[src/rtl/uart_tx_char_fifo.sv]
// First-word-fall-through character FIFO between the string generator and uart_tx_ctl.
// Optional sticky overflow/underflow flags are enabled by defining CHAR_FIFO_ERR_FLAGS_EN.
module uart_tx_char_fifo #(
  parameter int unsigned DEPTH        = 16,
  parameter int unsigned ADDR_W       = 4,
  parameter int unsigned AFULL_THRESH = 12
) (
  input  logic              i_clk_tx,
  input  logic              i_rst_clk_tx,
  input  logic              i_wr_en,
  input  logic [7:0]        i_din,
  output logic              o_full,
  output logic              o_almost_full,
  input  logic              i_rd_en,
  output logic [7:0]        o_dout,
  output logic              o_empty,
  output logic [ADDR_W:0]   o_count,
  output logic              o_overflow,
  output logic              o_underflow
);

  localparam logic [ADDR_W:0] CntDepth = (ADDR_W + 1)'(DEPTH);
  localparam logic [ADDR_W:0] CntAfull = (ADDR_W + 1)'(AFULL_THRESH);
  localparam logic [ADDR_W:0] CntOne   = (ADDR_W + 1)'(1);
  localparam logic [ADDR_W:0] CntZero  = '0;

  logic [7:0]        r_mem [DEPTH];
  logic [ADDR_W-1:0] r_wr_ptr, r_rd_ptr;
  logic [ADDR_W-1:0] w_wr_ptr_d, w_rd_ptr_d;
  logic [ADDR_W:0]   r_count, w_count_d;
  logic [7:0]        r_dout, w_dout_d;
  logic              r_empty, r_full, r_afull;
  logic              w_wr_acc, w_rd_acc;

  always_comb begin
    w_rd_acc   = i_rd_en && !r_empty;
    // A pop on a full FIFO frees the slot the simultaneous write lands in.
    w_wr_acc   = i_wr_en && (!r_full || i_rd_en);
    w_wr_ptr_d = w_wr_acc ? r_wr_ptr + ADDR_W'(1) : r_wr_ptr;
    w_rd_ptr_d = w_rd_acc ? r_rd_ptr + ADDR_W'(1) : r_rd_ptr;

    unique case ({w_wr_acc, w_rd_acc})
      2'b10:   w_count_d = r_count + CntOne;
      2'b01:   w_count_d = r_count - CntOne;
      default: w_count_d = r_count;
    endcase

    // Next head is the incoming byte when it lands in the slot about to be presented.
    w_dout_d = r_dout;
    if (w_count_d != CntZero) begin
      if (w_wr_acc && (r_wr_ptr == w_rd_ptr_d)) begin
        w_dout_d = i_din;
      end else begin
        w_dout_d = r_mem[w_rd_ptr_d];
      end
    end
  end

  always_ff @(posedge i_clk_tx) begin
    if (w_wr_acc && !i_rst_clk_tx) begin
      r_mem[r_wr_ptr] <= i_din;
    end
  end

  always_ff @(posedge i_clk_tx) begin
    if (i_rst_clk_tx) begin
      r_wr_ptr <= '0;
      r_rd_ptr <= '0;
      r_count  <= '0;
      r_dout   <= 8'h00;
      r_empty  <= 1'b1;
      r_full   <= 1'b0;
      r_afull  <= 1'b0;
    end else begin
      r_wr_ptr <= w_wr_ptr_d;
      r_rd_ptr <= w_rd_ptr_d;
      r_count  <= w_count_d;
      r_dout   <= w_dout_d;
      r_empty  <= (w_count_d == CntZero);
      r_full   <= (w_count_d == CntDepth);
      r_afull  <= (w_count_d >= CntAfull);
    end
  end

`ifdef CHAR_FIFO_ERR_FLAGS_EN
  logic r_overflow, r_underflow;

  // Only requests that are actually dropped count as errors.
  always_ff @(posedge i_clk_tx) begin
    if (i_rst_clk_tx) begin
      r_overflow  <= 1'b0;
      r_underflow <= 1'b0;
    end else begin
      if (i_wr_en && r_full && !i_rd_en) r_overflow <= 1'b1;
      if (i_rd_en && r_empty && !i_wr_en) r_underflow <= 1'b1;
    end
  end

  assign o_overflow  = r_overflow;
  assign o_underflow = r_underflow;
`else
  assign o_overflow  = 1'b0;
  assign o_underflow = 1'b0;
`endif

  assign o_full        = r_full;
  assign o_almost_full = r_afull;
  assign o_dout        = r_dout;
  assign o_empty       = r_empty;
  assign o_count       = r_count;

endmodule

[config.mk]
export PLATFORM = sky130hd
export DESIGN_NAME = uart_tx_char_fifo
export DESIGN_NICKNAME = d
export VERILOG_FILES = /design/src/rtl/uart_tx_char_fifo.sv
export SDC_FILE = /design/constraint.sdc
export NUM_CORES = 1
export LEC_CHECK = 0
export ABC_CLOCK_PERIOD_IN_PS = 7000
export CORE_MARGIN = 10
export CORE_UTILIZATION = 65
export CTS_BUF_LIST = sky130_fd_sc_hd__clkbuf_4
export DETAILED_ROUTE_END_ITERATION = 16
export PLACE_DENSITY = 0.84
export SYNTH_ARGS = -nofsm -noshare
export SYNTH_HDL_FRONTEND = slang
export SYNTH_SLANG_ARGS = --single-unit
[constraint.sdc]
create_clock -name i_clk_tx -period 7 [get_ports i_clk_tx]
set_input_delay 1.75 -clock i_clk_tx [delete_from_list [all_inputs] [get_ports i_clk_tx]]
set_output_delay 1.75 -clock i_clk_tx [all_outputs]
set_load 0.01 [all_outputs]
# Yosys cells after proc, flatten, opt, wreduce, memory -nomap -nowiden
# Memories as Yosys holds them, arrays and structs flattened. A register that Yosys moved wholly into a read port is not among the register bits.
# Cells that the tools add are included.
op_classes:
  n_addsub: 4
  n_lt_le_gt_ge: 1
  n_eq_ne: 3
  mux: 4
  n_reduce_logical: 9
op_table:
  columns: ["operator", "count"]
  rows:
  - ["$pmux W5 S2", 1]
  - ["$add A4 B1 Y4 const B", 2]
  - ["$add A5 B1 Y5 const B", 1]
  - ["$eq A5 B5 Y1 const B", 1]
  - ["$ge A5 B4 Y1 const B", 1]
  - ["$logic_not A5 Y1", 1]
  - ["$reduce_bool A5 Y1", 1]
  - ["$sub A5 B1 Y5 const B", 1]
  - ["$mux W4", 1]
  - ["$logic_and A1 B1 Y1", 3]
  - ["$logic_not A1 Y1", 3]
  - ["$eq A2 B1 Y1 const B", 1]
  - ["$eq A2 B2 Y1 const B", 1]
  - ["$mux W1", 2]
  - ["$logic_or A1 B1 Y1", 1]
totals:
  ram_bits: 128
  memories: 1
  inputBits: 12
  wordCells: 28
  out_inout_bits: 18
  ff_bits: 16
mem_list:
  columns: ["name", "words", "width", "rd", "rd_clocked_by_memory_dff", "wr", "line", "text"]
  rows:
  - ["r_mem", 16, 8, 1, 1, 1, "27", "logic [7:0] r_mem [DEPTH];"]

# Depth between registers and ports, before layout
depth:
  word_depth: 6
  mapped_depth: 15
  mapped_depth_nobuf: 12

# Worst setup path after synthesis
# OpenSTA, ideal clock, no wires.
synth_path:
  path_type: "input to register"
  from: "input i_rd_en"
  to: "register r_dout[5], in the netlist o_dout[5] (read register of r_mem)"
  setup_ns: 0.138
  arrival_time_ns: 4.308
  required_ns: 6.862
  slack_ns: 2.554
  path_buffers: 3
  stages: 15
  path_cell_list: "nand2b_2 > inv_2 > buf_2 > clkbuf_1 > ha_1 > xor2_1 > ha_1 > a21oi_1 > xnor2_1 > nand2b_1 > a221oi_1 > nand2_1 > clkbuf_1 > nand4b_1 > o221ai_1"
synth_between:
  elab_chain_cells: 5
  word_cells_on_any_way: 8
  classes_between: "eq/ne (2); mux (2); reduce/logical (4)"
synth_lines:
  columns: ["element", "line", "text"]
  rows:
  - ["from (decl)", "14", "input logic i_rd_en,"]
  - ["$logic_or A1 B1 Y1", "38", "w_wr_acc = i_wr_en && (!r_full || i_rd_en);"]
  - ["$logic_and A1 B1 Y1", "38", null]
  - ["$eq A2 B1 Y1 or $eq A2 B2 Y1 (tied branches)", "42", "unique case ({w_wr_acc, w_rd_acc})"]
  - ["$pmux W5 S2", "42", null]
  - ["$reduce_bool A5 Y1", "50", "if (w_count_d != CntZero) begin"]
  - ["to (decl)", "31", "logic [7:0] r_dout, w_dout_d;"]
# Several ways; a longest one is shown, not always the timed one.
# A chain may end at the register's enable or synchronous reset.

# Worst setup path in the final report
# Same ends and word-level chain as after synthesis.

==> impl_metrics.ini <==
[sta]
max_slew_margin_pct = 14.1
period_share_pct = 66.6
hold_viol = 0
post-route-min-period_ns = 4.66
grt_setup_unrepaired = false
tightestPinTransition_ns = 1.28
tns_ns = 0
fmax_ghz = 0.215
maxSlewViolCount = 0
setup_viol = 0
clock_skew_ns = 0.0117

[global_routing]
grt.overflow.total = 0
grt_pass1_wl_mm = 27.4
grt_max_degree = 82
antenna_found_initial = 0
grt_pass1_vias = 5014
grtUsageTotal_pct = 21.9

[drt]
drt_iter0_markers = 604
wl_mm = 17.7
routed_wire_length_per_instance_um = 23.7
vias = 5201
vias_per_cell = 6.94
drc = 0
ant_nets = 0
dr.pass1.iters = 6

[worst_setup_path]
path_class = in2reg
reg2regPathDepth = 9
slowest_stage = clkdlybuf4s50_1
path_cells = clkdlybuf4s50_1 > nand2b_2 > inv_2 > ha_1 > xor2_1 > ha_1 > a21oi_1 > xnor2_1 > a221oi_1 > a221oi_1 > nand2_1 > nand4b_1 > o221ai_1
crit_family = buffers and inverters
startpoint_type = primary input
path_buf_inv = 2
crit_path_max_fanout = 23
cp_slowest_stage_delay_ns = 0.57
cp.arrival_ns = 5.10
cp.required_ns = 7.44
worst-path-stages = 13
end_kind = flip-flop

[clocking]
root_buffer = clkbuf_4
numCtsBuffers = 17
cts_max_path_buffers = 2
cts_resized = 0
hold_buffers = 0
clock_latency_ns = 0.57
clkSlewWorstSetupHoldPaths_ns = 0.12
clock-sinks = 152
cts_tree = built
h-tree-depth = 4
cts_setup_buffers = 0

[die]
core_um2 = 11000
chipHeight_um = 127
io_pins = 30
rows = 38
die_w_um = 127
start_util_pct = 67.4
dieArea_um2 = 16100

[logic_synthesis]
synth-simple-area-share_pct = 9.19
async_flop_share_pct = 0
yosysMostFrequentCell = edfxtp_1
synth_area_leaders = edfxtp_1 (52%), mux2i_1 (7.1%), dfxtp_1 (6.5%), mux4_2 (3.3%), o22ai_1 (2.6%)
synth_top_cell_by_area = edfxtp_1
syn_area_per_cell_um2 = 12.6
synth_commonest_cells = edfxtp_1 (128), mux2i_1 (53), nor2_1 (38)
synthMuxAreaShare_pct = 10.6
ys_types = 60
synthAdderAreaFrac_pct = 1.35
synth_area_um2 = 7430
synth-xor-area-share_pct = 2.46
synth_top_family_by_area = compound AO/OA/AOI/OAI gates
synth_edf_count = 128
synthCells = 591
ys.warnings.count = 0
synth_compound_area_share_pct = 14.8
yosysSeqAreaShare_pct = 58.2
synthFlopType = edfxtp_1
netlist.area_leader.share_pct = 51.7
ys_ff_latch = 152

[placement]
finalWeightedCongestion = 0.904
dpl.cell_count = 719
place_hpwl_mm = 11.3
numPortBuffers = 27

[finish]
utilization_pct = 72.5
nFillCells = 747
diodes = 0
multi_input_area_um2 = 2860
drive_gt1_share_pct = 9.52
syn_to_final_growth_pct = 7.66
fin_cells = 749
fin_nets = 618
register_area_um2 = 4330

[outcome]
status = finished, final reports clean

[job]
drv_cap = 0

[power_and_ir_drop]
vdd_drop_max_mv = 0.207
p_leak_uw = 0.00252
powerDensity_nw_per_um2 = 276
p_total_uw = 2210

[min_path]
hold_depth = 2
holdCritPathClass = reg2reg
power by group:
group	internal (uW)	total, uW	leakage, uW	switching (uW)
sequential	1020	1060	0.00135	43.8
combinational	264	600	0.00102	336
clock	241	548	0.000141	307
total	1520	2210	0.00252	687
worst reg2reg max path, stage by stage (launching register included):
cell and delay [ns]:
dfxtp_1 0.32, buf_4 0.38, ha_1 0.76, nand3b_1 0.91, a21boi_2 0.85, xnor2_1 0.19
nand3_1 0.15, nor3_4 0.48, nor3_1 0.14, o32ai_1 0.32
flip-flops by register name, indices dropped and copies added, names as in the netlist:
| name | cells |
|---|---|
| o_full | 1 |
| r_wr_ptr | 4 |
| o_empty | 1 |
| r_mem | 128 |
| r_rd_ptr | 4 |
| o_almost_full | 1 |
| o_dout | 8 |
| o_count | 5 |
kinds of logic (layout without fill, tap and decap cells):
kind of cell	after synthesis	count (layout)
AOI/OAI and AO/OA	162	162
xor gates and xnor gates	17	17
adders and majority gates	8	8
buffers and inverters	57	74
DFF	152	152
muxes	65	65
other	1	2
and+or+nand+nor	129	129
final timing paths:
path	endpoint	from	slack, ns
setup / recovery	o_dout[5]$_SDFFE_PP0N_	i_rd_en	2.34
hold reg to reg	o_dout[0]$_SDFFE_PP0N_	o_dout[0]$_SDFFE_PP0N_	0.52
setup reg to reg	o_dout[6]$_SDFFE_PP0N_	r_rd_ptr[1]$_SDFF_PP0_	2.41
hold / removal	o_dout[0]$_SDFFE_PP0N_	o_dout[0]$_SDFFE_PP0N_	0.52
layout make-up:
| class | instances | area share, % |
|---|---|---|
| Clock buffer | 17 | 1.59 |
| Clock inverter | 13 | 1.94 |
| Inverter | 12 | 0.563 |
| Multi-Input combinational cell | 383 | 35.8 |
| Sequential cell | 152 | 54.1 |
| Tap cell | 140 | 2.19 |
| Timing Repair Buffer | 32 | 3.85 |
stage by stage:
stage	hold WS, ns	setup slack [ns]	area (um2)
after CTS	0.520	2.39	8000
after global placement	0.491	1.99	7720
after detailed placement	0.499	1.77	7720
final	0.518	2.34	8000
after global routing	0.545	2.00	8000
after floorplan	0.507	2.55	7440
layout by cell type, fill, tap and decap left out, types with 5 or more instances in the layout:
cell type | synthesis | routed
nand2b_1 | 11 | 11
mux2i_1 | 53 | 53
nor3_1 | 9 | 9
edfxtp_1 | 128 | 128
or3_1 | 10 | 10
nand3_1 | 6 | 6
o32ai_1 | 13 | 13
a211o_1 | 7 | 7
o22a_1 | 12 | 12
ha_1 | 8 | 8
nor2b_1 | 17 | 17
clkdlybuf4s50_1 | 0 | 27
dfxtp_1 | 24 | 23
o22ai_1 | 31 | 31
a311oi_1 | 6 | 6
xnor2_1 | 11 | 11
inv_1 | 8 | 8
mux4_2 | 11 | 11
o21ai_0 | 16 | 16
nor2_1 | 38 | 38
clkbuf_4 | 0 | 17
o21ai_1 | 8 | 8
a211oi_1 | 16 | 16
nand2_1 | 19 | 19
a21oi_1 | 35 | 35
buf_4 | 4 | 5
layer usage:
metal / global-route usage, % / up-vias / routed length, um
li1: - / 2323 / -
met1: 26.7 / 2539 / 6620
met2: 36.6 / 296 / 8980
met3: 6.75 / 43 / 1700
met4: 7.03 / 0 / 427
met5: 0 / - / 0
No activity file was read; power rests on OpenSTA's default activity.
